<file path="src/rtl/fpu_arbiter_if.sv">
// rtl/fpu_arbiter_if.sv - requester and FPU-side signal bundle for fpu_arbiter
// master: requesters plus FPU (testbench side); slave: the arbiter itself.
interface fpu_arbiter_if #(
  parameter int NREQ = 2
);
  logic [NREQ-1:0]      req;
  logic [5*NREQ-1:0]    req_ctl;
  logic [32*NREQ-1:0]   req_x1;
  logic [32*NREQ-1:0]   req_x2;
  logic [NREQ-1:0]      gnt;
  logic [NREQ-1:0]      rsp_valid;
  logic [31:0]          rsp_y;
  logic                 rsp_err;
  logic                 busy;
  logic [4:0]           fpu_ctl;
  logic [31:0]          fpu_x1;
  logic [31:0]          fpu_x2;
  logic                 fpu_en;
  logic                 fpu_ready;
  logic [31:0]          fpu_y;

  modport master (
    output req, req_ctl, req_x1, req_x2, fpu_ready, fpu_y,
    input  gnt, rsp_valid, rsp_y, rsp_err, busy, fpu_ctl, fpu_x1, fpu_x2, fpu_en
  );

  modport slave (
    input  req, req_ctl, req_x1, req_x2, fpu_ready, fpu_y,
    output gnt, rsp_valid, rsp_y, rsp_err, busy, fpu_ctl, fpu_x1, fpu_x2, fpu_en
  );
endinterface

</file>
<file path="src/rtl/fpu_arbiter.sv">
// rtl/fpu_arbiter.sv - round-robin arbiter sharing one FPU between NREQ requesters
// Optional WAIT-state watchdog enabled by defining FPU_ARB_TIMEOUT_EN.
module fpu_arbiter #(
  parameter int NREQ    = 2,
  parameter int TIMEOUT = 31
) (
  input  logic          clk,
  input  logic          rstn,
  fpu_arbiter_if.slave  bus
);
  localparam int IW = (NREQ > 1) ? $clog2(NREQ) : 1;

  typedef enum logic [1:0] {S_IDLE, S_ISSUE, S_WAIT, S_RESP} state_t;

  state_t          r_state;
  state_t          w_next;
  logic [IW-1:0]   r_rr;
  logic [IW-1:0]   r_w;
  logic [IW-1:0]   w_win;
  logic [IW-1:0]   w_rr_next;
  logic            w_any;
  logic            w_illegal;
  logic            w_tmo;
  logic [4:0]      w_win_ctl;
  logic [31:0]     w_win_x1;
  logic [31:0]     w_win_x2;
  logic [4:0]      r_ctl;
  logic [31:0]     r_x1;
  logic [31:0]     r_x2;
  logic [31:0]     r_y;
  logic            r_err;

  function automatic logic [IW-1:0] wrap_add(input logic [IW-1:0] a, input int b);
    int s;
    s = int'(a) + b;
    if (s >= NREQ) s = s - NREQ;
    return IW'(s);
  endfunction

  // Scan from the highest offset down so the nearest requester at/after r_rr wins.
  always_comb begin
    w_any = 1'b0;
    w_win = '0;
    for (int i = NREQ - 1; i >= 0; i--) begin
      if (bus.req[wrap_add(r_rr, i)]) begin
        w_any = 1'b1;
        w_win = wrap_add(r_rr, i);
      end
    end
  end

  assign w_win_ctl = bus.req_ctl[int'(w_win)*5 +: 5];
  assign w_win_x1  = bus.req_x1[int'(w_win)*32 +: 32];
  assign w_win_x2  = bus.req_x2[int'(w_win)*32 +: 32];
  assign w_illegal = (w_win_ctl > 5'd20);
  assign w_rr_next = wrap_add(w_win, 1);

`ifdef FPU_ARB_TIMEOUT_EN
  logic [5:0] r_cnt;

  always_ff @(posedge clk or negedge rstn) begin
    if (!rstn) begin
      r_cnt <= '0;
    end else if (r_state == S_ISSUE) begin
      r_cnt <= '0;
    end else if (r_state == S_WAIT) begin
      r_cnt <= r_cnt + 6'd1;
    end
  end

  assign w_tmo = (r_state == S_WAIT) && (r_cnt == 6'(TIMEOUT - 1));
`else
  assign w_tmo = (TIMEOUT < 0);
`endif

  always_comb begin
    w_next = r_state;
    case (r_state)
      S_IDLE:  if (w_any) w_next = w_illegal ? S_RESP : S_ISSUE;
      S_ISSUE: w_next = S_WAIT;
      S_WAIT:  if (bus.fpu_ready || w_tmo) w_next = S_RESP;
      S_RESP:  w_next = S_IDLE;
      default: w_next = S_IDLE;
    endcase
  end

  always_ff @(posedge clk or negedge rstn) begin
    if (!rstn) begin
      r_state <= S_IDLE;
      r_rr    <= '0;
      r_w     <= '0;
      r_ctl   <= '0;
      r_x1    <= '0;
      r_x2    <= '0;
      r_y     <= '0;
      r_err   <= 1'b0;
    end else begin
      r_state <= w_next;
      // Operands latch only on a grant so the FPU sees them stable until RESP.
      if (r_state == S_IDLE && w_any) begin
        r_w   <= w_win;
        r_rr  <= w_rr_next;
        r_ctl <= w_win_ctl;
        r_x1  <= w_win_x1;
        r_x2  <= w_win_x2;
        r_y   <= '0;
        r_err <= w_illegal;
      end
      if (r_state == S_WAIT) begin
        if (bus.fpu_ready) begin
          r_y   <= bus.fpu_y;
          r_err <= 1'b0;
        end else if (w_tmo) begin
          r_y   <= '0;
          r_err <= 1'b1;
        end
      end
    end
  end

  always_comb begin
    bus.gnt = '0;
    if (r_state == S_IDLE && w_any) bus.gnt[w_win] = 1'b1;
  end

  always_comb begin
    bus.rsp_valid = '0;
    if (r_state == S_RESP) bus.rsp_valid[r_w] = 1'b1;
  end

  assign bus.rsp_y   = r_y;
  assign bus.rsp_err = r_err;
  assign bus.busy    = (r_state != S_IDLE);
  assign bus.fpu_en  = (r_state == S_ISSUE);
  assign bus.fpu_ctl = r_ctl;
  assign bus.fpu_x1  = r_x1;
  assign bus.fpu_x2  = r_x2;
endmodule

</file>
<file path="src/flat_wrapper.sv">
// flat-port wrapper written by rule: the top's interface ports become plain ports
module fpu_arbiter_flat 
#(
  parameter int NREQ    = 2,
  parameter int TIMEOUT = 31
)
  (clk, rstn, bus_req, bus_req_ctl, bus_req_x1, bus_req_x2, bus_fpu_ready, bus_fpu_y, bus_gnt, bus_rsp_valid, bus_rsp_y, bus_rsp_err, bus_busy, bus_fpu_ctl, bus_fpu_x1, bus_fpu_x2, bus_fpu_en);
  fpu_arbiter_if #(.NREQ(NREQ)) bus_i ();
  input  logic clk;
  input  logic rstn;
  input wire logic [$bits(bus_i.req)-1:0] bus_req;
  input wire logic [$bits(bus_i.req_ctl)-1:0] bus_req_ctl;
  input wire logic [$bits(bus_i.req_x1)-1:0] bus_req_x1;
  input wire logic [$bits(bus_i.req_x2)-1:0] bus_req_x2;
  input wire logic [$bits(bus_i.fpu_ready)-1:0] bus_fpu_ready;
  input wire logic [$bits(bus_i.fpu_y)-1:0] bus_fpu_y;
  output wire logic [$bits(bus_i.gnt)-1:0] bus_gnt;
  output wire logic [$bits(bus_i.rsp_valid)-1:0] bus_rsp_valid;
  output wire logic [$bits(bus_i.rsp_y)-1:0] bus_rsp_y;
  output wire logic [$bits(bus_i.rsp_err)-1:0] bus_rsp_err;
  output wire logic [$bits(bus_i.busy)-1:0] bus_busy;
  output wire logic [$bits(bus_i.fpu_ctl)-1:0] bus_fpu_ctl;
  output wire logic [$bits(bus_i.fpu_x1)-1:0] bus_fpu_x1;
  output wire logic [$bits(bus_i.fpu_x2)-1:0] bus_fpu_x2;
  output wire logic [$bits(bus_i.fpu_en)-1:0] bus_fpu_en;
  assign bus_i.req = bus_req;
  assign bus_i.req_ctl = bus_req_ctl;
  assign bus_i.req_x1 = bus_req_x1;
  assign bus_i.req_x2 = bus_req_x2;
  assign bus_i.fpu_ready = bus_fpu_ready;
  assign bus_i.fpu_y = bus_fpu_y;
  assign bus_gnt = bus_i.gnt;
  assign bus_rsp_valid = bus_i.rsp_valid;
  assign bus_rsp_y = bus_i.rsp_y;
  assign bus_rsp_err = bus_i.rsp_err;
  assign bus_busy = bus_i.busy;
  assign bus_fpu_ctl = bus_i.fpu_ctl;
  assign bus_fpu_x1 = bus_i.fpu_x1;
  assign bus_fpu_x2 = bus_i.fpu_x2;
  assign bus_fpu_en = bus_i.fpu_en;
  fpu_arbiter #(.NREQ(NREQ), .TIMEOUT(TIMEOUT)) u_core (.clk(clk), .rstn(rstn), .bus(bus_i));
endmodule
</file>
<file path="config.mk">
export PLATFORM = sky130hd
export DESIGN_NAME = fpu_arbiter_flat
export DESIGN_NICKNAME = d
export VERILOG_FILES = /design/src/rtl/fpu_arbiter_if.sv /design/src/rtl/fpu_arbiter.sv /design/src/flat_wrapper.sv
export SDC_FILE = /design/constraint.sdc
export NUM_CORES = 1
export LEC_CHECK = 0
export ABC_AREA = 1
export CAP_MARGIN = 20
export CELL_PAD_IN_SITES_DETAIL_PLACEMENT = 0
export CELL_PAD_IN_SITES_GLOBAL_PLACEMENT = 1
export CORE_MARGIN = 2
export CORE_UTILIZATION = 27
export CTS_BUF_LIST = sky130_fd_sc_hd__clkbuf_16
export DETAILED_ROUTE_END_ITERATION = 6
export MAX_ROUTING_LAYER = met4
export PLACE_DENSITY = 0.88
export SLEW_MARGIN = 40
export SYNTH_ARGS = -nofsm -noshare
export SYNTH_HDL_FRONTEND = slang
export SYNTH_SLANG_ARGS = --single-unit
</file>
<file path="constraint.sdc">
create_clock -name clk -period 1.9 [get_ports clk]
set_input_delay 0.19 -clock clk [delete_from_list [all_inputs] [get_ports clk]]
set_output_delay 0.19 -clock clk [all_outputs]
set_load 0.02 [all_outputs]
</file>
==> run summary <==
Average cell area after synthesis: 9.03 um^2
Xor/xnor cell area share of the yosys netlist: 0
Crit path time final: 1800 ps
Simple-gate share of the synthesized area: 0.363
Global-route wire length before repair: 25.8 mm
Post-synthesis instance area: 5110 um^2
Global placer's final weighted congestion: 0.757
Most used cell along the critical path: inv_2
Max_slew headroom: 0.676
Pins Over Slew Limit: 0
Synth Area in Compound Gates: 0.0465
Die height: 142 um
Cells after synthesis: 566
Required time of the critical path: 1710 ps
Pin count of the biggest net entering global routing: 46
Slack of the worst reg-to-reg path: 300 ps
TritonCTS clock tree: yes
Number of sinks handled by clock tree synthesis: 106
Max frequency: 556 MHz
Maximum root-to-sink buffer count: 2
Unrepaired setup endpoints after global routing: no
Netlist cell types: 21
Antenna Cells: 0
Number of remaining DRC errors: 0
Endpoint kind of the worst setup timing path: primary output
Number of DRC markers after the initial detailed-route iteration: 196
Kind of cell with the highest combined delay on the critical path: buffers and inverters
Adder-Cell Fraction of Synth Area: 0.0122
Core box area: 18600 um^2
Count of state elements after synthesis: 106
Net count of the finished layout: 1026
Die Area: 20100 um^2
Num CTS Buffers: 9
Classification of the worst-slack hold path: in -> async
Number of cell instances on the worst register-to-register path: 10
Part of the Yosys area used for sequential elements: 0.519
Half-perimeter wire length after detailed placement: 11.8 mm
Number of antenna violations at the first check in global routing: 0
Via count of the first global-routing pass: 4887
Standard-cell rows: 50
Yosys warning count: 0
Cell chosen for the clock root: clkbuf_16
Final Setup Violations: 0
Clock Latency Late Sink: 350 ps
Mux cell area share after synthesis: 0
Power density over cell area: 1450 nW/um^2
Number of vias per cell after detailed routing: 4.43
CP Data Arrival Time: 1610 ps
Max stage delay cell, worst path: dfrtp_1
Cell chain of the critical path: inv_2 -> ha_4 -> inv_2 -> a21oi_4 -> nand2_2 -> clkinv_4 -> buf_12 -> buf_8
Net Count, Synth: 746
Fraction of layout cells with a size suffix above 1: 0.179
Slew of the pin with the lowest slew margin: 486 ps
Largest stage delay on the critical path: 420 ps
CTS H-tree depth: 3
Count of boundary I/O pins: 283
Share of the core filled with cells in the final layout: 0.462
Drt pass-1 iters: 6
Static Leak: 3.92 nW
Worst vdd rail ir drop: 0.672 mV
Critical path class: reg -> out
Clock transition at the registers of the reported paths: 70 ps
Residual antenna-violating net count after detailed routing: 0
Final-report hold violation count: 0
Number of buffers and inverters on the critical path: 5
Total global routing track utilization: 0.168
Worst hold slack after final layout: 368 ps
Max-cap violation count: 0
Status: completed
Relative area change from synthesis to final layout: 68.3%
Largest family of logic cells by synthesized area: simple AND/OR/NAND/NOR gates
Portion of the clock cycle consumed by the worst path in the final layout: 0.946
Total negative setup slack: 0 ps
Remaining global-route overflow: 0
Aggregate routed wire length: 16.4 mm
Initial cell density of the core: 0.274
Startpoint of the worst-slack reg-to-reg timing path: u_core.r_state[1]$_DFFE_PN0P_
DR WL/cell: 15.1 um
Fin Clk Skew: 8.81 ps
Worst reg2reg path endpoint: u_core.bus.fpu_x1[23]$_DFFE_PN0P_
Largest fanout on the critical path: 5
Buffers added on ports: 282
Overall via count from detail_route: 4808
Element type at the critical path start: register
Chip Width: 142 um
worst max-delay path by stage:
stage                             startpoint  cells after the start                                 to  slack (ps)
5_1_grt        u_core.r_state[0]$_DFFE_PN0P_                      8                         bus_gnt[0]           5
2_1_floorplan  u_core.r_state[0]$_DFFE_PN0P_                     10  u_core.bus.fpu_x1[12]$_DFFE_PN0P_         350
3_5_place_dp                      bus_req[1]                      4                         bus_gnt[1]          80
3_3_place_gp                      bus_req[0]                      7                         bus_gnt[0]          70
6_report       u_core.r_state[1]$_DFFE_PN0P_                      8                         bus_gnt[0]         100
4_1_cts        u_core.r_state[1]$_DFFE_PN0P_                      8                         bus_gnt[0]         -30
placed cells by master (no fill, tap or decap), types with 8 or more instances in the layout:
cell / synthesis / layout
buf_12: 5 / 8
buf_4: 1 / 15
clkbuf_16: 0 / 9
clkdlybuf4s50_1: 0 / 275
dfrtp_1: 106 / 106
inv_1: 12 / 8
nand2_1: 199 / 199
nand2_2: 52 / 52
nand3_1: 50 / 50
nand3_2: 50 / 50
o21ai_0: 38 / 38
cells by family after synthesis:
kind of cell / count (synthesis)
fa+ha+maj: 5
flops: 106
simple gates: 358
buf+inv: 53
compound gates: 44
sequential cells by signal, indices dropped and copies added, names as in the netlist:
register,count
u_core.bus.fpu_ctl,5
u_core.bus.fpu_x1,32
u_core.bus.fpu_x2,32
u_core.bus.rsp_err,1
u_core.bus.rsp_y,32
u_core.r_rr,1
u_core.r_state,2
u_core.r_w,1
area by class of cell:
cell class / count / area (um^2)
multi-input cells: 407 / 2170
well taps: 234 / 293
flip-flops and latches: 106 / 2650
repair buffers: 306 / 3130
inverters: 16 / 65.1
clock inverters: 7 / 68.8
fillers: 1809 / 10000
clock buffers: 9 / 225
power by group:
group	internal [W]	switching, W	leakage, nW
clock network	0.00102	0.000884	0.143
registers	0.00325	0.000529	1.33
logic	0.00319	0.00364	2.44
Yosys cell counts (all sizes together):
library cell  instances  area [um^2]
clkbuf               19         71.3
a31oi                 2         12.5
dfrtp               106         2650
o32ai                 1         8.76
nand2               251         1070
nor2                  5         18.8
o21ai                38          190
buf                  18          174
nor3                  1         5.00
nand3b                1         7.51
nand3               100          751
a21oi                 3         26.3
inv                  16         60.1
ha                    5         62.6
worst register-to-register path: cells and delay by family, from the launching register on:
family | cells | cell delay, ps
buf+inv | 5 | 590
flops | 1 | 420
simple gates | 3 | 260
compound gates | 1 | 140
fa+ha+maj | 1 | 130
layer usage:
metal / routed length, um / GRT usage
met5: 0 / -
met4: 162 / 0.0347
met3: 1430 / 0.0567
met2: 7530 / 0.264
met1: 7310 / 0.213
stage by stage:
stage	instance area [um^2]	setup WS, ps	cells	total power, W
2_1_floorplan	5110	346	566	0.00744
3_3_place_gp	8230	73.2	1065	0.0106
3_5_place_dp	8230	80.6	1065	0.0106
4_1_cts	8590	-30.0	1083	0.0127
5_1_grt	8610	5.38	1085	0.0134
6_report	8610	103	1085	0.0125
repair_timing:
action                                 in CTS  in global routing
endpoints found under the hold margin      31                  0
hold buffers                                1                  0
gates cloned                                1                  0
gates resized for setup                    11                  2
buffers inserted                            0                  2
setup endpoints to repair                   4                  3
No activity file was read; power rests on OpenSTA's default activity.
